File: config.mk
export PLATFORM = sky130hd
export DESIGN_NAME = nibble_serial_adder_flat
export DESIGN_NICKNAME = d
export VERILOG_FILES = /design/src/rtl/nibble_serial_adder_if.sv /design/src/rtl/nibble_serial_adder.sv /design/src/flat_wrapper.sv
export SDC_FILE = /design/constraint.sdc
export NUM_CORES = 1
export LEC_CHECK = 0
export CAP_MARGIN = 0
export CORE_ASPECT_RATIO = 1.25
export CORE_MARGIN = 4
export CORE_UTILIZATION = 45
export DETAILED_ROUTE_END_ITERATION = 16
export PLACE_DENSITY_LB_ADDON = 0.3
export SLEW_MARGIN = 20
export SYNTH_ARGS = -nofsm -noshare
export SYNTH_HDL_FRONTEND = slang
export SYNTH_SLANG_ARGS = --single-unit
File: constraint.sdc
create_clock -name clk -period 4.5 [get_ports clk]
set_clock_uncertainty 0.1 [all_clocks]
set_input_delay 0.45 -clock clk [delete_from_list [all_inputs] [get_ports clk]]
set_output_delay 0.45 -clock clk [all_outputs]
set_load 0.02 [all_outputs]
File: src/rtl/nibble_serial_adder_if.sv
// Handshake and operand/result bundle for nibble_serial_adder.
// The master side drives operands and out_ready; the slave side is the adder.
interface nibble_serial_adder_if #(
    parameter int WIDTH = 16
);
    logic             in_valid;
    logic             in_ready;
    logic [WIDTH-1:0] a;
    logic [WIDTH-1:0] b;
    logic             cin;
    logic             sub;
    logic             out_valid;
    logic             out_ready;
    logic [WIDTH-1:0] sum;
    logic             cout;
    logic             ovf;
    logic             busy;

    modport master (
        output in_valid, a, b, cin, sub, out_ready,
        input  in_ready, out_valid, sum, cout, ovf, busy
    );

    modport slave (
        input  in_valid, a, b, cin, sub, out_ready,
        output in_ready, out_valid, sum, cout, ovf, busy
    );
endinterface

File: src/rtl/nibble_serial_adder.sv
// Multi-cycle WIDTH-bit add/subtract built around one 4-bit carry-skip slice,
// processing one nibble per clock, least-significant nibble first.
module nibble_serial_adder #(
    parameter int WIDTH = 16
) (
    input  logic                 clk,
    input  logic                 rst_n,
    nibble_serial_adder_if.slave bus
);
    localparam int NSLICE = WIDTH / 4;
    localparam int KW     = (NSLICE > 1) ? $clog2(NSLICE) : 1;

    typedef enum logic [1:0] {IDLE, RUN, DONE} state_t;

    state_t           state_q, state_d;
    logic [WIDTH-1:0] a_q, b_q, sum_q;
    logic [WIDTH-5:0] res_q;
    logic             carry_q, cout_q, ovf_q;
    logic [KW-1:0]    k_q;

    logic             accept, last;
    logic             in_ready_c, out_valid_c, busy_c;

    logic [3:0]       sl_a, sl_b, sl_p, sl_g, sl_sum;
    logic             sl_c1, sl_c2, sl_c3, sl_c4, sl_cout;

    assign accept = bus.in_valid && in_ready_c;
    assign last   = (k_q == KW'(NSLICE - 1));

    // 4-bit carry-skip slice: when every bit propagates, carry-in bypasses the ripple.
    always_comb begin : u_csla
        sl_a    = a_q[4*k_q +: 4];
        sl_b    = b_q[4*k_q +: 4];
        sl_p    = sl_a ^ sl_b;
        sl_g    = sl_a & sl_b;
        sl_c1   = sl_g[0] | (sl_p[0] & carry_q);
        sl_c2   = sl_g[1] | (sl_p[1] & sl_c1);
        sl_c3   = sl_g[2] | (sl_p[2] & sl_c2);
        sl_c4   = sl_g[3] | (sl_p[3] & sl_c3);
        sl_sum  = sl_p ^ {sl_c3, sl_c2, sl_c1, carry_q};
        sl_cout = (&sl_p) ? carry_q : sl_c4;
    end

    always_ff @(posedge clk or negedge rst_n) begin
        if (!rst_n) begin
            state_q <= IDLE;
        end else begin
            state_q <= state_d;
        end
    end

    always_comb begin
        state_d = state_q;
        unique case (state_q)
            IDLE:    if (bus.in_valid) state_d = RUN;
            RUN:     if (last) state_d = DONE;
            DONE:    if (bus.out_ready) state_d = bus.in_valid ? RUN : IDLE;
            default: state_d = IDLE;
        endcase
    end

    always_comb begin
        in_ready_c  = (state_q == IDLE) || ((state_q == DONE) && bus.out_ready);
        out_valid_c = (state_q == DONE);
        busy_c      = (state_q == RUN);
    end

    // Partial nibbles accumulate in res_q so the visible sum only moves on completion.
    always_ff @(posedge clk or negedge rst_n) begin
        if (!rst_n) begin
            a_q     <= '0;
            b_q     <= '0;
            res_q   <= '0;
            sum_q   <= '0;
            carry_q <= 1'b0;
            cout_q  <= 1'b0;
            ovf_q   <= 1'b0;
            k_q     <= '0;
        end else if (accept) begin
            a_q     <= bus.a;
            b_q     <= bus.b ^ {WIDTH{bus.sub}};
            carry_q <= bus.cin ^ bus.sub;
            k_q     <= '0;
        end else if (state_q == RUN) begin
            for (int unsigned i = 0; i < NSLICE - 1; i++) begin
                if (k_q == KW'(i)) res_q[4*i +: 4] <= sl_sum;
            end
            carry_q <= sl_cout;
            k_q     <= k_q + KW'(1);
            if (last) begin
                sum_q  <= {sl_sum, res_q};
                cout_q <= sl_cout;
                ovf_q  <= (a_q[WIDTH-1] ~^ b_q[WIDTH-1]) & (sl_sum[3] ^ a_q[WIDTH-1]);
            end
        end
    end

    assign bus.in_ready  = in_ready_c;
    assign bus.out_valid = out_valid_c;
    assign bus.busy      = busy_c;
    assign bus.sum       = sum_q;
    assign bus.cout      = cout_q;
    assign bus.ovf       = ovf_q;
endmodule

File: src/flat_wrapper.sv
// flat-port wrapper written by rule: the top's interface ports become plain ports
module nibble_serial_adder_flat 
#(
    parameter int WIDTH = 16
)
  (clk, rst_n, bus_in_valid, bus_a, bus_b, bus_cin, bus_sub, bus_out_ready, bus_in_ready, bus_out_valid, bus_sum, bus_cout, bus_ovf, bus_busy);
  nibble_serial_adder_if #(.WIDTH(WIDTH)) bus_i ();
  input  logic clk;
  input  logic rst_n;
  input wire logic [$bits(bus_i.in_valid)-1:0] bus_in_valid;
  input wire logic [$bits(bus_i.a)-1:0] bus_a;
  input wire logic [$bits(bus_i.b)-1:0] bus_b;
  input wire logic [$bits(bus_i.cin)-1:0] bus_cin;
  input wire logic [$bits(bus_i.sub)-1:0] bus_sub;
  input wire logic [$bits(bus_i.out_ready)-1:0] bus_out_ready;
  output wire logic [$bits(bus_i.in_ready)-1:0] bus_in_ready;
  output wire logic [$bits(bus_i.out_valid)-1:0] bus_out_valid;
  output wire logic [$bits(bus_i.sum)-1:0] bus_sum;
  output wire logic [$bits(bus_i.cout)-1:0] bus_cout;
  output wire logic [$bits(bus_i.ovf)-1:0] bus_ovf;
  output wire logic [$bits(bus_i.busy)-1:0] bus_busy;
  assign bus_i.in_valid = bus_in_valid;
  assign bus_i.a = bus_a;
  assign bus_i.b = bus_b;
  assign bus_i.cin = bus_cin;
  assign bus_i.sub = bus_sub;
  assign bus_i.out_ready = bus_out_ready;
  assign bus_in_ready = bus_i.in_ready;
  assign bus_out_valid = bus_i.out_valid;
  assign bus_sum = bus_i.sum;
  assign bus_cout = bus_i.cout;
  assign bus_ovf = bus_i.ovf;
  assign bus_busy = bus_i.busy;
  nibble_serial_adder #(.WIDTH(WIDTH)) u_core (.clk(clk), .rst_n(rst_n), .bus(bus_i));
endmodule
# Word level (Yosys, flattened, before mapping)
# Index checks and enable logic that the tools add are counted.
word_totals:
  latch_bits: 0
  output_inout_bits: 21
  elab_cells: 61
  reg_bits: 67
  ram_bits: 0
  mem_count: 0
  mem_bits_ro: 0
  inputBits: 38
op_classes:
  magnitude_cmp: 0
  n_mux: 10
  multipliers: 0
  div: 0
  n_bitwise: 17
  eq_ne: 8
  shift: 2
  reduce_logical: 12
  addsub: 1
op_table:
  columns: ["cell", "n"]
  rows:
  - ["16-bit by 5-bit indexed part select with 4-bit output", 2]
  - ["16-bit bitwise XOR", 1]
  - ["3-bit AND reduction", 5]
  - ["2-bit two-way mux", 5]
  - ["4-bit bitwise XOR", 2]
  - ["2-bit equality test, second input constant", 3]
  - ["2-bit case mux with 3 select lines", 1]
  - ["1-bit bitwise AND", 5]
  - ["4-bit bitwise AND", 1]
  - ["2-bit by 1-bit equality test with 1-bit output, second input constant", 2]
  - ["2-bit logical NOT", 2]
  - ["1-bit two-way mux", 4]
  - ["2-bit inequality test, second input constant", 2]
  - ["1-bit bitwise OR", 4]
  - ["4-bit AND reduction", 1]
  - ["2-bit by 1-bit adder with 2-bit output, second input constant", 1]
  - ["1-bit logical AND", 2]
  - ["2-bit by 1-bit inequality test with 1-bit output, second input constant", 1]
  - ["2-bit nonzero test", 1]
  - ["1-bit bitwise XOR", 2]
  - ["1-bit logical OR", 1]
  - ["1-bit inverter", 1]
  - ["1-bit bitwise XNOR", 1]

# Longest topological paths before layout
depth:
  depth_word: 13
  mapped_depth: 12

# Worst setup path after synthesis
# OpenSTA, ideal clock, no wires.
synth_timing:
  path_type: "reg2reg"
  start: "reg u_core.k_q[0]"
  end: "reg u_core.ovf_q (netlist: u_core.bus.ovf)"
  slack_ns: 1.291
  stages_incl_launch_ff: 13
  period_less_slack_ns: 3.209
  path_buffers: 1
  setup_ns: 0.128
  arrival_ns: 2.981
  path_cell_list: "dfrtp_1 > buf_4 > mux4_2 > inv_1 > fa_1 > inv_1 > fa_1 > fa_1 > inv_1 > fa_1 > and3_1 > nor2_1 > o21ai_0"
synth_via:
  elab_chain_len: 11
  elab_cells_between_ends: 15
synth_rtl:
  columns: ["element", "line_no", "rtl"]
  rows:
  - ["start, declared", "nibble_serial_adder.sv:19", "logic [KW-1:0] k_q;"]
  - ["start signal, assigned", "nibble_serial_adder.sv:89", "k_q <= k_q + KW'(1);"]
  - ["16-bit by 5-bit indexed part select with 4-bit output, on equally long branches", "nibble_serial_adder.sv:32, nibble_serial_adder.sv:33", null]
  - ["4-bit bitwise XOR", "nibble_serial_adder.sv:34", "sl_p = sl_a ^ sl_b;"]
  - ["1-bit bitwise AND", "nibble_serial_adder.sv:36", "sl_c1 = sl_g[0] | (sl_p[0] & carry_q);"]
  - ["1-bit bitwise OR", "nibble_serial_adder.sv:36", null]
  - ["1-bit bitwise AND", "nibble_serial_adder.sv:37", "sl_c2 = sl_g[1] | (sl_p[1] & sl_c1);"]
  - ["1-bit bitwise OR", "nibble_serial_adder.sv:37", null]
  - ["1-bit bitwise AND", "nibble_serial_adder.sv:38", "sl_c3 = sl_g[2] | (sl_p[2] & sl_c2);"]
  - ["1-bit bitwise OR", "nibble_serial_adder.sv:38", null]
  - ["4-bit bitwise XOR", "nibble_serial_adder.sv:40", "sl_sum = sl_p ^ {sl_c3, sl_c2, sl_c1, carry_q};"]
  - ["1-bit bitwise XOR", "nibble_serial_adder.sv:93", "ovf_q <= (a_q[WIDTH-1] ~^ b_q[WIDTH-1]) & (sl_sum[3] ^ a_q[WIDTH-1]);"]
  - ["1-bit bitwise AND", "nibble_serial_adder.sv:93", null]
  - ["end signal, assigned", "nibble_serial_adder.sv:93", null]
  - ["end, declared", "nibble_serial_adder.sv:18", "logic carry_q, cout_q, ovf_q;"]
# Several ways; a longest one is shown, not always the timed one.
# A chain may end at the register's enable or synchronous reset.

# Final worst setup path
# Ends and elaborated chain as after synthesis.

==> flow_summary.yaml <==
clock_tree:
  cts_buffer_depth: 2
  insertion_delay_ns: 0.34
  cts_max_level: 3
  cts.clk_slew.worst_paths_ns: 0.08
  clockRootBuffer: "clkbuf_8"
  cts_resized: 0
  cts_sinks: 67
  cts_hold_buf: 0
  cts_tree: "yes"
  post_cts_buffers: 0
  numCtsBuffers: 9
yosys:
  netlist_area_um2: 3321
  synth_fa_ha_area_share_pct: 5.426
  synth-xor-area-share_pct: 4.484
  synthMuxAreaShare_pct: 26.68
  ys_seq_elements: 67
  postSynthCellCount: 223
  seq_area_frac_synth_pct: 50.49
  synth-compound-area-share_pct: 2.675
  syn_nets: 273
  synthSimpleGateAreaFrac_pct: 5.803
  yosysWarnings: 0
  ys_types: 32
  synth_top_family_by_area: "multiplexers"
  postSynthAreaPerCell_um2: 14.89
final_layout:
  drive_gt1_share_pct: 28.13
  insertedDiodeCount: 0
  fin_nets: 334
  area_delta_synth_final_pct: 24.23
  design_area_um2: 4125
  final_cell_mix: "dfrtp_1, clkdlybuf4s50_1, mux2_4, mux2_2, xor2_1"
  fin_util_pct: 58.42
  instances_no_fill: 378
  final_common_cell: "dfrtp_1"
floorplanning:
  initial_core_util_pct: 47.02
  core_area_um2: 7062
  die_area_um2: 8826
  placementRows: 34
  num_io_pins: 59
  dieWidth_um: 84.84
  die_h_um: 104.0
setup_path:
  worstSetupPathType: "flip-flop to flip-flop"
  rrSetupSlack_ns: 1.15
  rr_worst_depth: 11
  cpPeakStageDelay_ns: 0.59
  cp-start-kind: "flip-flop"
  arrival_ns: 3.46
  cp_slowest_cell: "mux4_2"
  crit_fanout: 8
  cp-end-kind: "flip-flop"
  cp_data_required_time_ns: 4.61
  crit_top_cell: "fa_1"
  path_cells: "mux4_2 > inv_1 > fa_1 > inv_1 > fa_1 > fa_1 > inv_1 > fa_1 > and3_1 > nor2_1 > o21ai_0"
  r2r_end: "u_core.bus.ovf"
  reg2reg_from: "u_core.k_q[0]"
detailed_routing:
  vias: 1846
  routed_via_density: 4.884
  first_pass_iters: 4
  drtIter0Drc: 51
  drt_wl_total_um: 5818
  drc: 0
  postRouteAntennaNets: 0
  avgRoutedWirePerCell_um: 15.39
placed_design:
  gp_congestion: 0.7800
  port_buffers: 58
  place_inst: 363
  post-dp-hpwl_um: 4309
  place_area_um2: 3918
  pre_cts_slack_ns: 1.107
sta:
  finalHoldViolCount: 0
  slew_headroom_pct: 43.26
  setup_viol: 0
  timing.hold.ws_ns: 0.04440
  clock.fmax_ghz: 0.2987
  finalCritPeriodShare_pct: 74.40
  setup_tns_ns: 0
  rsz0062_at_grt: "no"
  timing.final.max_slew_violations: 0
  tightest_slew_ns: 0.8485
  setup_ws_ns: 1.152
  period_needed_ns: 3.348
global_routing:
  grt_overflow_total: 0
  grt_max_degree: 38
  grt_pass1_wl_um: 9922
  track_usage_pct: 14.36
  antenna_found_initial: 0
  grt_pass1_vias: 2011
power_and_ir_drop:
  p_per_area_nw_per_um2: 797.2
  power_leakage_nw: 1.844
  ir_drop_mv: 0.4556
  finalPower_mw: 3.289
hold_path:
  hold_path_class: "input port to async pin"
outcome:
  run_status: "finished, final reports clean"
job:
  max_cap_violations: 0
-- critical path: cells and delay by family (launching register included) --
family | cells | cell delay (ns)
simple gates | 2 | 0.29
compound gates | 1 | 0.07
fa+ha+maj | 4 | 1.39
buf+inv | 3 | 0.23
mux | 1 | 0.59
flops | 1 | 0.55
-- synthesized netlist by cell type --
master	instances	area share [%]
dfrtp_1	67	50
mux2_4	29	13
mux2_2	24	8.1
xor2_1	16	4.2
o21ai_0	12	1.8
inv_1	11	1.2
nand2_1	11	1.2
ha_1	8	3.0
mux4_2	8	5.4
buf_2	4	0.60
fa_1	4	2.4
buf_12	3	1.8
nand3b_1	3	0.68
buf_4	2	0.45
nor2_1	2	0.23
o211ai_1	2	0.45
or3_1	2	0.38
and2b_4	1	0.30
and3_1	1	0.19
and4_1	1	0.26
buf_6	1	0.34
nand2b_1	1	0.19
nand2b_4	1	0.41
nand3_1	1	0.15
nand3b_4	1	0.60
nand4_1	1	0.19
nor2_8	1	0.60
nor3_1	1	0.15
o22ai_1	1	0.19
o31ai_1	1	0.23
or2b_1	1	0.23
xnor2_1	1	0.26
-- worst max path at each step --
| stage | startpoint | end | slack [ns] | cells after the start |
|---|---|---|---|---|
| 2_1_floorplan | u_core.k_q[0] | u_core.bus.ovf | 1.29 | 12 |
| 3_3_place_gp | u_core.k_q[0] | u_core.bus.ovf | 1.20 | 11 |
| 3_5_place_dp | u_core.k_q[0] | u_core.bus.ovf | 1.11 | 11 |
| 4_1_cts | u_core.k_q[0] | u_core.bus.ovf | 1.10 | 11 |
| 5_1_grt | u_core.k_q[0] | u_core.bus.ovf | 0.96 | 11 |
| 6_report | u_core.k_q[0] | u_core.bus.ovf | 1.15 | 11 |
-- registers in the layout, summed over array words and instances (netlist names) --
signal / count
u_core.a_q: 16
u_core.bus.sum: 16
u_core.res_q: 12
u_core.bus.cout: 1
u_core.k_q: 2
u_core.carry_q: 1
u_core.bus.ovf: 1
u_core.b_q: 16
u_core.state_q: 2
-- cells by family after synthesis --
kind of cell | Yosys count
flip-flops | 67
multiplexers | 61
AND/OR/NAND/NOR | 29
buffers and inverters | 21
XOR/XNOR | 17
AO/OA/AOI/OAI | 16
adder cells (fa/ha/maj) | 12
-- power breakdown --
group | switching [mW] | internal (mW)
clock network | 0.222 | 0.310
registers | 0.202 | 0.910
logic | 0.742 | 0.903
-- routing by layer --
metal | routed length, um | track usage [%] | vias to the layer above
li1 | - | - | 892
met1 | 2634 | 18.72 | 896
met2 | 2803 | 22.90 | 48
met3 | 268 | 2.773 | 10
met4 | 111 | 6.787 | 0
met5 | 0 | 0 | -
-- area by class of cell --
| cell class | count | area [um^2] |
|---|---|---|
| Tap cell | 90 | 112.6 |
| Clock inverter | 4 | 76.32 |
| Multi-Input combinational cell | 135 | 1496 |
| Inverter | 11 | 41.29 |
| Sequential cell | 67 | 1677 |
| Clock buffer | 11 | 131.4 |
| Fill cell | 616 | 2937 |
| Timing Repair Buffer | 60 | 590.6 |
(Power assumes the default switching activity.)
